$ cat src/rtl/linebuf_feed_pkg.sv
// Shared types and widths for the line-buffer feed path.
// The line buffer imports the same latency default.
package linebuf_feed_pkg;

    localparam int DWIDTH     = 16;
    localparam int LWIDTH     = 6;
    localparam int LB_LAT_DEF = 2;

    typedef enum logic [1:0] {
        S_IDLE,
        S_READ,
        S_DRAIN,
        S_DONE
    } state_t;

endpackage

$ cat src/rtl/linebuf_feed_if.sv
// Request, feature-memory and line-buffer signals of the feed block.
// slave is the streamer side, master the requester/memory side.
interface linebuf_feed_if
    import linebuf_feed_pkg::*;
#(
    parameter int MEMWIDTH = 12
) ();

    logic                     req;
    logic [LWIDTH-1:0]        img_size;
    logic [LWIDTH-1:0]        fil_size;
    logic [MEMWIDTH-1:0]      base_addr;
    logic [MEMWIDTH-1:0]      mem_addr;
    logic signed [DWIDTH-1:0] mem_rdata;
    logic                     buf_en;
    logic signed [DWIDTH-1:0] buf_input;
    logic                     win_valid;
    logic                     busy;
    logic                     ack;

    modport slave (
        input  req, img_size, fil_size, base_addr, mem_rdata,
        output mem_addr, buf_en, buf_input, win_valid, busy, ack
    );

    modport master (
        output req, img_size, fil_size, base_addr, mem_rdata,
        input  mem_addr, buf_en, buf_input, win_valid, busy, ack
    );

endinterface

$ cat src/rtl/linebuf_feed_raster_count.sv
// Row/column position of a raster stream over an img_size square.
// last flags the final pixel (img_size-1, img_size-1).
module linebuf_feed_raster_count
    import linebuf_feed_pkg::*;
(
    input  logic              clk,
    input  logic              xrst,
    input  logic [LWIDTH-1:0] img_size,
    input  logic              clear,
    input  logic              step,
    output logic [LWIDTH-1:0] r,
    output logic [LWIDTH-1:0] c,
    output logic              last
);

    logic [LWIDTH-1:0] r_q, r_d;
    logic [LWIDTH-1:0] c_q, c_d;
    logic [LWIDTH-1:0] edge_m1;

    assign edge_m1 = img_size - LWIDTH'(1);
    assign r       = r_q;
    assign c       = c_q;
    assign last    = (r_q == edge_m1) && (c_q == edge_m1);

    // Advance column, wrapping into the next row at the image edge.
    always_comb begin
        r_d = r_q;
        c_d = c_q;
        if (clear) begin
            r_d = '0;
            c_d = '0;
        end else if (step) begin
            if (c_q == edge_m1) begin
                c_d = '0;
                r_d = r_q + LWIDTH'(1);
            end else begin
                c_d = c_q + LWIDTH'(1);
            end
        end
    end

    // Position registers.
    always_ff @(posedge clk) begin
        if (xrst) begin
            r_q <= '0;
            c_q <= '0;
        end else begin
            r_q <= r_d;
            c_q <= c_d;
        end
    end

endmodule

$ cat src/rtl/linebuf_feed.sv
// Streams one square feature map from memory into the line buffer,
// with start pulse, zero flush line and window-legality flags.
module linebuf_feed
    import linebuf_feed_pkg::*;
#(
    parameter int MAXSIZE  = 32,
    parameter int MAXLINE  = 5,
    parameter int MEMWIDTH = 12,
    parameter int LB_LAT   = LB_LAT_DEF
) (
    input logic           clk,
    input logic           xrst,
    linebuf_feed_if.slave bus
);

    localparam int                KW   = $clog2(MAXSIZE * MAXSIZE + 1);
    localparam logic [LWIDTH-1:0] FMAX = LWIDTH'(MAXLINE);

    state_t                   state_q, state_d;
    logic [LWIDTH-1:0]        img_q, img_d;
    logic [LWIDTH-1:0]        fil_q, fil_d;
    logic [KW-1:0]            n_q, n_d;
    logic [KW-1:0]            cnt_q, cnt_d;
    logic [MEMWIDTH-1:0]      mem_addr_q, mem_addr_d;
    logic                     rd_vld_q, rd_vld_d;
    logic                     buf_en_q, buf_en_d;
    logic signed [DWIDTH-1:0] buf_input_q, buf_input_d;
    logic                     pix_on_q, pix_on_d;
    logic [LB_LAT-1:0]        dly_q, dly_d;
    logic                     busy_q, busy_d;
    logic                     ack_q, ack_d;

    logic [LWIDTH-1:0] r;
    logic [LWIDTH-1:0] c;
    logic              last;
    logic              leg;
    logic              accept;

    linebuf_feed_raster_count u_cnt (
        .clk      (clk),
        .xrst     (xrst),
        .img_size (img_q),
        .clear    (buf_en_q),
        .step     (pix_on_q),
        .r        (r),
        .c        (c),
        .last     (last)
    );

    // busy_q still covers the ack cycle, so a req there is dropped.
    assign accept = (state_q == S_IDLE) && bus.req && !busy_q;

    assign leg = pix_on_q
              && (r >= fil_q - LWIDTH'(1))
              && (c >= fil_q - LWIDTH'(1))
              && (r < img_q);

    assign bus.mem_addr  = mem_addr_q;
    assign bus.buf_en    = buf_en_q;
    assign bus.buf_input = buf_input_q;
    assign bus.win_valid = dly_q[LB_LAT-1];
    assign bus.busy      = busy_q;
    assign bus.ack       = ack_q;

    // Sequencer: read N pixels, drain img+2 cycles, then acknowledge.
    always_comb begin
        state_d     = state_q;
        img_d       = img_q;
        fil_d       = fil_q;
        n_d         = n_q;
        cnt_d       = cnt_q;
        mem_addr_d  = '0;
        buf_en_d    = 1'b0;
        ack_d       = 1'b0;
        busy_d      = accept || (state_q != S_IDLE);
        rd_vld_d    = (state_q == S_READ);
        buf_input_d = rd_vld_q ? bus.mem_rdata : '0;
        pix_on_d    = buf_en_q || (pix_on_q && !last);
        dly_d[0]    = leg;
        for (int i = 1; i < LB_LAT; i++) begin
            dly_d[i] = dly_q[i-1];
        end
        unique case (state_q)
            S_IDLE: begin
                if (accept) begin
                    img_d = bus.img_size;
                    fil_d = (bus.fil_size > FMAX) ? FMAX : bus.fil_size;
                    n_d   = KW'(bus.img_size) * KW'(bus.img_size);
                    cnt_d = '0;
                    if (bus.img_size == '0) begin
                        state_d = S_DONE;
                    end else begin
                        state_d    = S_READ;
                        mem_addr_d = bus.base_addr;
                    end
                end
            end
            S_READ: begin
                buf_en_d = (cnt_q == '0);
                if (cnt_q == n_q - KW'(1)) begin
                    state_d = S_DRAIN;
                    cnt_d   = '0;
                end else begin
                    cnt_d      = cnt_q + KW'(1);
                    mem_addr_d = mem_addr_q + MEMWIDTH'(1);
                end
            end
            S_DRAIN: begin
                if (cnt_q == KW'(img_q) + KW'(1)) begin
                    state_d = S_DONE;
                end else begin
                    cnt_d = cnt_q + KW'(1);
                end
            end
            S_DONE: begin
                ack_d   = 1'b1;
                state_d = S_IDLE;
            end
            default: state_d = S_IDLE;
        endcase
    end

    // All state and registered outputs; reset also empties the delay line.
    always_ff @(posedge clk) begin
        if (xrst) begin
            state_q     <= S_IDLE;
            img_q       <= '0;
            fil_q       <= '0;
            n_q         <= '0;
            cnt_q       <= '0;
            mem_addr_q  <= '0;
            rd_vld_q    <= 1'b0;
            buf_en_q    <= 1'b0;
            buf_input_q <= '0;
            pix_on_q    <= 1'b0;
            dly_q       <= '0;
            busy_q      <= 1'b0;
            ack_q       <= 1'b0;
        end else begin
            state_q     <= state_d;
            img_q       <= img_d;
            fil_q       <= fil_d;
            n_q         <= n_d;
            cnt_q       <= cnt_d;
            mem_addr_q  <= mem_addr_d;
            rd_vld_q    <= rd_vld_d;
            buf_en_q    <= buf_en_d;
            buf_input_q <= buf_input_d;
            pix_on_q    <= pix_on_d;
            dly_q       <= dly_d;
            busy_q      <= busy_d;
            ack_q       <= ack_d;
        end
    end

endmodule

$ cat src/flat_wrapper.sv
// flat-port wrapper written by rule: the top's interface ports become plain ports
module linebuf_feed_flat import linebuf_feed_pkg::*;
#(
    parameter int MAXSIZE  = 32,
    parameter int MAXLINE  = 5,
    parameter int MEMWIDTH = 12,
    parameter int LB_LAT   = LB_LAT_DEF
)
  (clk, xrst, bus_req, bus_img_size, bus_fil_size, bus_base_addr, bus_mem_rdata, bus_mem_addr, bus_buf_en, bus_buf_input, bus_win_valid, bus_busy, bus_ack);
  linebuf_feed_if #(.MEMWIDTH(MEMWIDTH)) bus_i ();
  input logic clk;
  input logic xrst;
  input wire logic [$bits(bus_i.req)-1:0] bus_req;
  input wire logic [$bits(bus_i.img_size)-1:0] bus_img_size;
  input wire logic [$bits(bus_i.fil_size)-1:0] bus_fil_size;
  input wire logic [$bits(bus_i.base_addr)-1:0] bus_base_addr;
  input wire logic [$bits(bus_i.mem_rdata)-1:0] bus_mem_rdata;
  output wire logic [$bits(bus_i.mem_addr)-1:0] bus_mem_addr;
  output wire logic [$bits(bus_i.buf_en)-1:0] bus_buf_en;
  output wire logic [$bits(bus_i.buf_input)-1:0] bus_buf_input;
  output wire logic [$bits(bus_i.win_valid)-1:0] bus_win_valid;
  output wire logic [$bits(bus_i.busy)-1:0] bus_busy;
  output wire logic [$bits(bus_i.ack)-1:0] bus_ack;
  assign bus_i.req = bus_req;
  assign bus_i.img_size = bus_img_size;
  assign bus_i.fil_size = bus_fil_size;
  assign bus_i.base_addr = bus_base_addr;
  assign bus_i.mem_rdata = bus_mem_rdata;
  assign bus_mem_addr = bus_i.mem_addr;
  assign bus_buf_en = bus_i.buf_en;
  assign bus_buf_input = bus_i.buf_input;
  assign bus_win_valid = bus_i.win_valid;
  assign bus_busy = bus_i.busy;
  assign bus_ack = bus_i.ack;
  linebuf_feed #(.MAXSIZE(MAXSIZE), .MAXLINE(MAXLINE), .MEMWIDTH(MEMWIDTH), .LB_LAT(LB_LAT)) u_core (.clk(clk), .xrst(xrst), .bus(bus_i));
endmodule
$ cat config.mk
export PLATFORM = sky130hd
export DESIGN_NAME = linebuf_feed_flat
export DESIGN_NICKNAME = d
export VERILOG_FILES = /design/src/rtl/linebuf_feed_pkg.sv /design/src/rtl/linebuf_feed_if.sv /design/src/rtl/linebuf_feed_raster_count.sv /design/src/rtl/linebuf_feed.sv /design/src/flat_wrapper.sv
export SDC_FILE = /design/constraint.sdc
export NUM_CORES = 1
export LEC_CHECK = 0
export BUFFER_PORTS_ARGS = -buffer_cell sky130_fd_sc_hd__buf_2
export CORE_UTILIZATION = 63
export DETAILED_ROUTE_END_ITERATION = 10
export PLACE_DENSITY = 0.89
export SLEW_MARGIN = 0
export SYNTH_ARGS = -nofsm -noshare
export SYNTH_HDL_FRONTEND = slang
export SYNTH_SLANG_ARGS = --single-unit
export TNS_END_PERCENT = 10
$ cat constraint.sdc
create_clock -name clk -period 10.5 [get_ports clk]
set_input_delay 1.05 -clock clk [delete_from_list [all_inputs] [get_ports clk]]
set_output_delay 1.05 -clock clk [all_outputs]
set_load 0.005 [all_outputs]
==> results.md, run 1 <==
- The run finished with clean final reports.
- After floorplanning, the core was divided into 32 placement rows.
- The height of the chip is 92.74 um.
- Ranked by total cell area, the synthesized netlist is headed by sky130_fd_sc_hd__dfxtp_1 31%, sky130_fd_sc_hd__ha_1 10%, sky130_fd_sc_hd__xnor2_1 6.2%.
- The die is 92.74 um wide.
- The TritonCTS clock tree is built.
- The final non-filler cell total is around 770.
- The number of remaining DRC errors is 0.
- The startpoint of the most critical hold path is u_core.dly_q[0].
- The placer's final routability congestion estimate is ~0.84.
- The hold buffer count at CTS is 0.
- The critical-path cell with the highest stage delay is sky130_fd_sc_hd__fa_1.
- The count of antenna-violating nets left after detailed routing is 0.
- The worst setup path startpoint is bus_img_size[5].
- The cell count after placement is about 760.
- For this design the top-level I/O count stands at 75.
- The total via count after detailed routing is ~4300.
- Grouping stages by cell kind, the critical path spends the most delay in adder cells.
- The biggest area contributor in the post-synthesis netlist is sky130_fd_sc_hd__dfxtp_1.
- For this run, the leading register cell type out of synthesis is sky130_fd_sc_hd__dfxtp_1.
- The repair_antennas step left the layout with diodes totalling 0.
- The main combinational cell family by area after synthesis is simple AND/OR/NAND/NOR gates.
- Cells with a size suffix above 1 make up about 17% of the layout.
- Entering global routing, the biggest net connects 37 pins.
- Gates resized during post-CTS repair numbered 0.
- The global-route total usage across every layer is roughly a quarter.
- The library cell used most frequently in the layout, excluding fill and tap cells, is sky130_fd_sc_hd__dfxtp_1.
- The number of instances in the synthesized netlist is 611.
- The data arrival time of the critical path is a little under 5 ns.
- No sink is reached through more buffers than the 2 on the longest clock path.
- The H-tree was split into 3 levels.
- The capturing element type of the critical path is a register.
- The class of the worst hold path is reg -> reg.
- The number of design-rule violations left by the first detailed-router iteration is about 210.
- In this run the worst path has a maximum fanout of 7.
- The area share of xor/xnor cells in the synthesized design is about an eighth.
- The class of the most critical setup path is in -> reg.
- In the layout the commonest cells are 81 x sky130_fd_sc_hd__dfxtp_1, 74 x sky130_fd_sc_hd__buf_2, 56 x sky130_fd_sc_hd__nand2_1.
- The post-route setup TNS is 0 ns.
- Setup repair after global routing left no endpoint under its margin.
- The max-capacitance violation count is 0.
- Setup violations remaining at the end of the flow were counted as 0.
- Static timing analysis puts the maximum clock frequency at 217.2 MHz.
- Yosys printed 0 warnings.
- The synthesized netlist devotes 13.72% of its cell area to compound gates.
- The number of global-route vias before repair is just over 4000.
- Of the post-synthesis cell area, the part taken by muxes is less than 1%.
- Counting flops with a built-in enable in the synthesized netlist gives 0.
- After clock tree synthesis, the setup repair step added 0 buffers.
- The area added between synthesis and finish is 11.96%.
- The reported leakage power is approximately 2.6 nW.
- The final worst-path cycle share is between 40% and 50%.
- For the pin with the worst max-slew slack, the measured transition is between 1 and 1.5 ns.
- The initial antenna violation count is 0.
- The post-synthesis share of cell area spent on and, or, nand and nor gates is 23.11%.
- The area of the core is 7848 um2.
- Summing every instance area after synthesis gives approximately 5200 um2.
- The mean routed wirelength per cell is about 14 um.
- Clock-pin slew was measured on the worst setup and hold paths at ~0.10 ns.
- The number of port buffers is 74.
- The number of clock sinks is between 80 and 90.
- The global-route wire length before repair is between 15000 and 20000 um.
- The total wire length after detailed routing is about 11000 um.
- The floorplan step defined a die boundary enclosing roughly 8600 um2.
- After global routing the overflow that remains totals 0.
- Counting distinct cell types in the post-synthesis netlist gives 53.
- The source of the worst register-to-register timing path is u_core.n_q[0].
- The post-synthesis adder-cell area fraction is 13.46%.
- Traced cell by cell, the critical path runs through buf_2, and2_1, fa_1, inv_1, fa_1, fa_1, inv_1, ha_1, and3b_1, o21a_1, o21ai_0, a21oi_1, o21a_1, or3_1, a311oi_1.
- Before antenna repair, the detailed router went through 4 iterations.
- The cell sitting at the root of the clock tree is a sky130_fd_sc_hd__clkbuf_8.
- The minimum clock period after layout is around 4.6 ns.
- The synthesized net count is 705.
- The worst supply voltage drop on vdd is roughly 150 uV.
- The number of buffers and inverters on the critical path is 3.
- The critical path launch point type is a primary input.
- The final net count is roughly 760.
- The most frequent cell on the critical path is sky130_fd_sc_hd__fa_1.
- The routed via count divided by cell count is 5.552.
- The number of register bits inferred by synthesis is between 80 and 90.
- The mean instance size in the synthesized netlist is ~8.5 um2.
- The number of pins with negative max-slew slack in the final report is 0.
- Power spread over the standard cell area amounts to 188.9 nW/um2.
- For this configuration, the core starts out at a cell density of approximately two thirds.
- The largest incremental delay on the critical path is approximately 0.55 ns.
- Clock latency on the worst-skew pair, taken at its later pin, is 0.36 ns.
- The top cell type by area accounts for 31.26% of the synthesized area.
- The sequential-to-total area share from yosys stat is 31.26%.
- The number of hold violations in the final report is 0.
- Counting flops with an async set or reset pin after synthesis yields a share of 0%.
- For the worst setup path, the data required time is between 10 and 15 ns.
- The half-perimeter wire length of the detailed placement result is just over 8000 um.
- The worst clock skew is between 0.01 and 0.015 ns.
- The number of buffers inserted during clock tree synthesis is 9.
- Measured against its own limit, the worst slew margin works out to 31.06%.
[cell type report]
cell class,instances,area [um2]
fill,601,2039
sequential,81,1622
inverter,49,183.9
multi-input combinational,448,3244
timing repair buffer,78,400.4
clock buffer,9,123.9
tap,102,127.6
clock inverter,7,106.4
[Yosys cell counts, types with 5 or more instances]
| cell | n |
|---|---|
| sky130_fd_sc_hd__buf_2 | 5 |
| sky130_fd_sc_hd__nand2_1 | 56 |
| sky130_fd_sc_hd__nand4_1 | 11 |
| sky130_fd_sc_hd__xor2_1 | 27 |
| sky130_fd_sc_hd__nor2b_1 | 9 |
| sky130_fd_sc_hd__fa_1 | 8 |
| sky130_fd_sc_hd__and2_1 | 28 |
| sky130_fd_sc_hd__dfxtp_1 | 81 |
| sky130_fd_sc_hd__a21o_1 | 9 |
| sky130_fd_sc_hd__a31oi_1 | 12 |
| sky130_fd_sc_hd__xnor2_1 | 37 |
| sky130_fd_sc_hd__nor3_1 | 14 |
| sky130_fd_sc_hd__nor2_1 | 44 |
| sky130_fd_sc_hd__o21ai_0 | 10 |
| sky130_fd_sc_hd__ha_1 | 43 |
| sky130_fd_sc_hd__nand3_1 | 31 |
| sky130_fd_sc_hd__clkbuf_1 | 26 |
| sky130_fd_sc_hd__inv_1 | 49 |
| sky130_fd_sc_hd__a2bb2oi_2 | 8 |
| sky130_fd_sc_hd__and3_1 | 6 |
| sky130_fd_sc_hd__a21oi_1 | 30 |
[cell families after synthesis]
kind of cell             Yosys count
multiplexers                       3
flip-flops                        81
adder cells (fa/ha/maj)           51
AND/OR/NAND/NOR                  233
XOR/XNOR                          66
AO/OA/AOI/OAI                     95
buffers and inverters             82
[worst reg2reg max path, cell delays in order, from the launching register on]
cell and delay [ns]:
sky130_fd_sc_hd__dfxtp_1 0.74, sky130_fd_sc_hd__inv_1 0.17, sky130_fd_sc_hd__ha_1 0.41, sky130_fd_sc_hd__xnor2_1 0.17, sky130_fd_sc_hd__nand3_1 0.09, sky130_fd_sc_hd__a211oi_1 0.38
sky130_fd_sc_hd__a31oi_1 0.17, sky130_fd_sc_hd__a21oi_1 0.27, sky130_fd_sc_hd__a21oi_1 0.13, sky130_fd_sc_hd__a311oi_2 0.23
[metal layers]
| layer | track usage (%) | vias up | routed length [um] |
|---|---|---|---|
| li1 | - | 2179 | - |
| met1 | 31.50 | 2001 | 4679 |
| met2 | 48.27 | 107 | 5458 |
| met3 | 5.583 | 10 | 561 |
| met4 | 6.923 | 0 | 122 |
| met5 | 0 | - | 0 |
[state kept, by name, summed over array words and instances, names as in the netlist]
| signal | flops |
|---|---|
| u_core.bus.buf_en | 1 |
| u_core.bus.ack | 1 |
| u_core.u_cnt.c | 6 |
| u_core.dly_q | 2 |
| u_core.fil_q | 6 |
| u_core.pix_on_q | 1 |
| u_core.bus.busy | 1 |
| u_core.u_cnt.r | 6 |
| u_core.cnt_q | 11 |
| u_core.state_q | 2 |
| u_core.rd_vld_q | 1 |
| u_core.n_q | 10 |
| u_core.bus.mem_addr | 12 |
| u_core.bus.buf_input | 16 |
| u_core.img_q | 5 |
[report_power, final]
group | leakage [nW] | total, mW | switching (mW) | internal [mW]
clock | 0.117 | 0.266 | 0.127 | 0.139
sequential | 0.657 | 0.391 | 0.0480 | 0.343
combinational | 1.79 | 0.441 | 0.241 | 0.199
total | 2.57 | 1.10 | 0.416 | 0.681
[path summary, 6_finish.rpt]
check                           end  depth (start not counted)  slack (ns)
setup reg to reg  u_core.state_q[1]                          9        7.67
setup / recovery     u_core.n_q[10]                         15        5.90
hold reg to reg     u_core.dly_q[1]                          1        0.45
hold / removal      u_core.dly_q[1]                          1        0.45
[metrics by stage]
stage	instance area, um2	utilization [%]	worst slack [ns]	hold slack [ns]	power [mW]
after global placement	5578	71.08	5.655	0.4172	0.8129
after global routing	5808	74.01	5.642	0.4716	1.172
after CTS	5808	74.01	5.904	0.4582	1.100
after detailed placement	5578	71.08	5.526	0.4423	0.8327
after floorplan	5187	-	5.720	0.4138	0.7421
final	5808	74.01	5.896	0.4526	1.097
Note: power is estimated with default switching activity, not from simulation.
==> run 2: changes to the inputs <==
Settings changed: CORE_UTILIZATION 63 to 52, PLACE_DENSITY 0.89 to 0.78.
Clock period 10.5 ns to 4 ns, I/O delays scaled along.
==> run 2 against run 1 <==
Against the previous run: sequential power rose to 2.6 times the previous value; register-to-register slack worse by 6.5 ns; utilization down 13 points; global-route usage down 3.8 points; clock power up 130%; critical path depth unchanged; count of clock-buffer cells in the layout unchanged; via count up 2.2%; design area up 1.5%; critical path type unchanged; critical endpoint unchanged; highest routed layer unchanged.
==> results.md, run 2 (same netlist as run 1, synthesis figures left out) <==
- The pin slew with the least headroom to its limit is 1.104 ns (+0.07413 ns).
- The maximum achievable frequency is about 270 MHz.
- The final worst-path cycle share is 93.25%.
- The placed instance area is 5692 um2 (+2.0%).
- The post-layout worst setup margin was 0.2698 ns (-5.626 ns).
- The half-perimeter wire length of the detailed placement result came to 8437 um (+3.2%).
- The total die area came to 10380 um2 (+21%).
- The number of port buffers is 74 (unchanged).
- The class of the worst hold path is in -> reg.
- The buffer levels on the longest clock path is 2 (unchanged).
- The max-capacitance violation count is 0 (unchanged).
- The worst path needs about 3.7 ns of the cycle, external delays included.
- The placement row count is 36 (+13%).
- The total power of the final layout is 2.824 mW (+160%).
- The run finished with clean final reports.
- The routed via count divided by cell count is 5.390 (-2.9%).
- The combined flip-flop and latch cell area is 1622 um2 (unchanged).
- The mean routed wirelength per cell came to 13.64 um (-2.4%).
- The number of remaining DRC errors is 0 (unchanged).
- The initial antenna violation count is 0 (unchanged).
- The worst clock skew was 0.01180 ns (-0.001344 ns).
- The count of antenna diodes in the layout was 0 (unchanged).
- The number of buffers inserted by post-CTS setup repair is 0 (unchanged).
- The clock-pin transition on the worst setup and hold timing paths is 0.09 ns (about the same).
- The boundary pin count came to 75 (unchanged).
- The worst supply voltage drop on vdd came to 278.9 uV (+92%).
- The global-route wire length before repair was 18640 um (+2.1%).
- The number of flip-flops under the largest register name is 16 (unchanged).
- The overall overflow remaining after global route came to 0 (unchanged).
- The height of the chip came to 101.9 um (+9.9%).
- The initial core utilization was 53.32% (-13 points).
- The worst-skew pair later-pin latency is 0.37 ns (about the same).
- The total wire length after detailed routing is 11120 um (+2.7%).
- The leading cell type in the layout, fill and taps excluded is sky130_fd_sc_hd__dfxtp_1.
- The count of antenna-violating nets left after detailed routing is 0 (unchanged).
- The first-pass detailed-route iteration total is 4 (unchanged).
- The pre-CTS worst setup slack is -0.1820 ns (-5.708 ns).
- The count of fill cells added during filler insertion was 880 (+46%).
- The number of pins with negative max-slew slack in the final report is 0 (unchanged).
- The worst setup path is captured at a register.
- The maximum level of the CTS H-tree came to 3 (unchanged).
- The number of buffers inserted during clock tree synthesis is 9 (unchanged).
- The final design instance area without fill is 5897 um2 (+1.5%).
- The fraction of layout instances using a drive strength above 1 is 18.18% (+1.4 points).
- The width of the chip is 101.9 um (+9.9%).
- The total area of multi-input combinational cells is 3248 um2 (+0.12%).
- The worst slew margin relative to its limit is 26.10% (-5.0 points).
- The number of clock sinks came to 81 (unchanged).
- The critical path launch point type is a primary input.
- The global-route total usage across every layer is 22.77% (-3.8 points).
- The cell count after placement is 799 (+5.4%).
- The final net count is 771 (+1.3%).
- The required time of the critical path is 4.28 ns (-6.49 ns).
- TritonCTS built the clock tree.
- The power density over cell area was 478.9 nW/um2 (+150%).
- The number of hold violations in the final report is 0 (unchanged).
- The placer's final routability congestion estimate was 0.8277 (-1.3%).
- Setup repair after global routing left no endpoint under its margin.
- The reported leakage power is 2.597 nW (+1.3%).
- The largest net degree at the start of global routing was 37 (unchanged).
- The total via count after detailed routing is 4393 (+2.2%).
- The area of the core is 9729 um2 (+24%).
- The number of design-rule violations left by the first detailed-router iteration is 218 (+6.3%).
- The data arrival time of the critical path came to 4.01 ns (-0.87 ns).
- The final non-filler cell total was 815 (+5.3%).
- The top cell types in the final layout, fill and taps aside, are 81 x sky130_fd_sc_hd__dfxtp_1, 74 x sky130_fd_sc_hd__buf_2, 56 x sky130_fd_sc_hd__nand2_1.
- The largest driver fanout on the critical path is 2 (-5).
- The final-report setup violation count was 0 (unchanged).
- The root buffer cell is sky130_fd_sc_hd__clkbuf_8.
- The class of the most critical setup path is in -> reg.
- The number of global-route vias before repair came to 4165 (+0.14%).
- The area added between synthesis and finish is 13.68%.
run 2: cell count changes in the layout (fill, tap and decap cells not counted):
cell / change
sky130_fd_sc_hd__buf_4: +10
sky130_fd_sc_hd__clkinv_4: +2
sky130_fd_sc_hd__inv_6: -2
sky130_fd_sc_hd__bufinv_16: -1
sky130_fd_sc_hd__clkinv_2: +1
sky130_fd_sc_hd__clkinvlp_4: +1
sky130_fd_sc_hd__inv_8: -1
sky130_fd_sc_hd__o21ai_0: -1
sky130_fd_sc_hd__o21ai_2: +1
run 2: final timing paths:
kind / start / to / slack [ns] / cells past startpoint
min reg2reg: u_core.dly_q[0] / u_core.dly_q[1] / 0.44 / 1
min: bus_mem_rdata[12] / u_core.bus.buf_input[12] / 0.22 / 2
max: bus_img_size[5] / u_core.n_q[10] / 0.27 / 15
max reg2reg: u_core.n_q[0] / u_core.state_q[1] / 1.20 / 7
run 2: stage by stage:
step / TNS [ns] / util (%) / hold slack [ns]
6_report: 0 / 60.61 / 0.2196
5_1_grt: 0 / 60.61 / 0.2082
3_3_place_gp: -0.05319 / 58.50 / 0.4280
2_1_floorplan: 0 / - / 0.4138
4_1_cts: 0 / 60.57 / 0.2112
3_5_place_dp: -0.1820 / 58.50 / 0.4411
run 2: report_power, final:
part	internal (mW)	total, mW	switching (mW)
registers	0.900	1.02	0.125
logic	0.539	1.18	0.644
clock network	0.293	0.616	0.322
run 2: critical path, stage by stage:
cell	delay, ns
sky130_fd_sc_hd__buf_2	0.10
sky130_fd_sc_hd__and2_1	0.17
sky130_fd_sc_hd__fa_1	0.55
sky130_fd_sc_hd__inv_1	0.07
sky130_fd_sc_hd__fa_1	0.50
sky130_fd_sc_hd__fa_1	0.56
sky130_fd_sc_hd__inv_1	0.04
sky130_fd_sc_hd__ha_1	0.29
sky130_fd_sc_hd__and3b_1	0.20
sky130_fd_sc_hd__o21a_1	0.19
sky130_fd_sc_hd__o21ai_2	0.13
sky130_fd_sc_hd__a21oi_1	0.09
sky130_fd_sc_hd__o21a_1	0.17
sky130_fd_sc_hd__or3_1	0.30
sky130_fd_sc_hd__a311oi_1	0.24
run 2: cell type report:
type / instances / share of cell area [%]
clock buffer: 9 / 2.101
inverter: 49 / 3.119
clock inverter: 7 / 1.316
sequential: 81 / 27.50
tap: 133 / 2.822
timing repair buffer: 88 / 8.063
multi-input combinational: 448 / 55.08
run 2: what timing repair did:
item                                    CTS  global route
endpoints found under the setup margin    0             1
gates resized for setup                   0             1
hold buffers                              0             0
run 2: per-layer routing:
layer,part of all wire (%),up-vias,track usage (%)
li1,-,2211,-
met1,45,2076,28.07
met2,48,83,38.15
met3,3.9,23,4.514
met4,3.1,0,11.10
met5,0,-,0
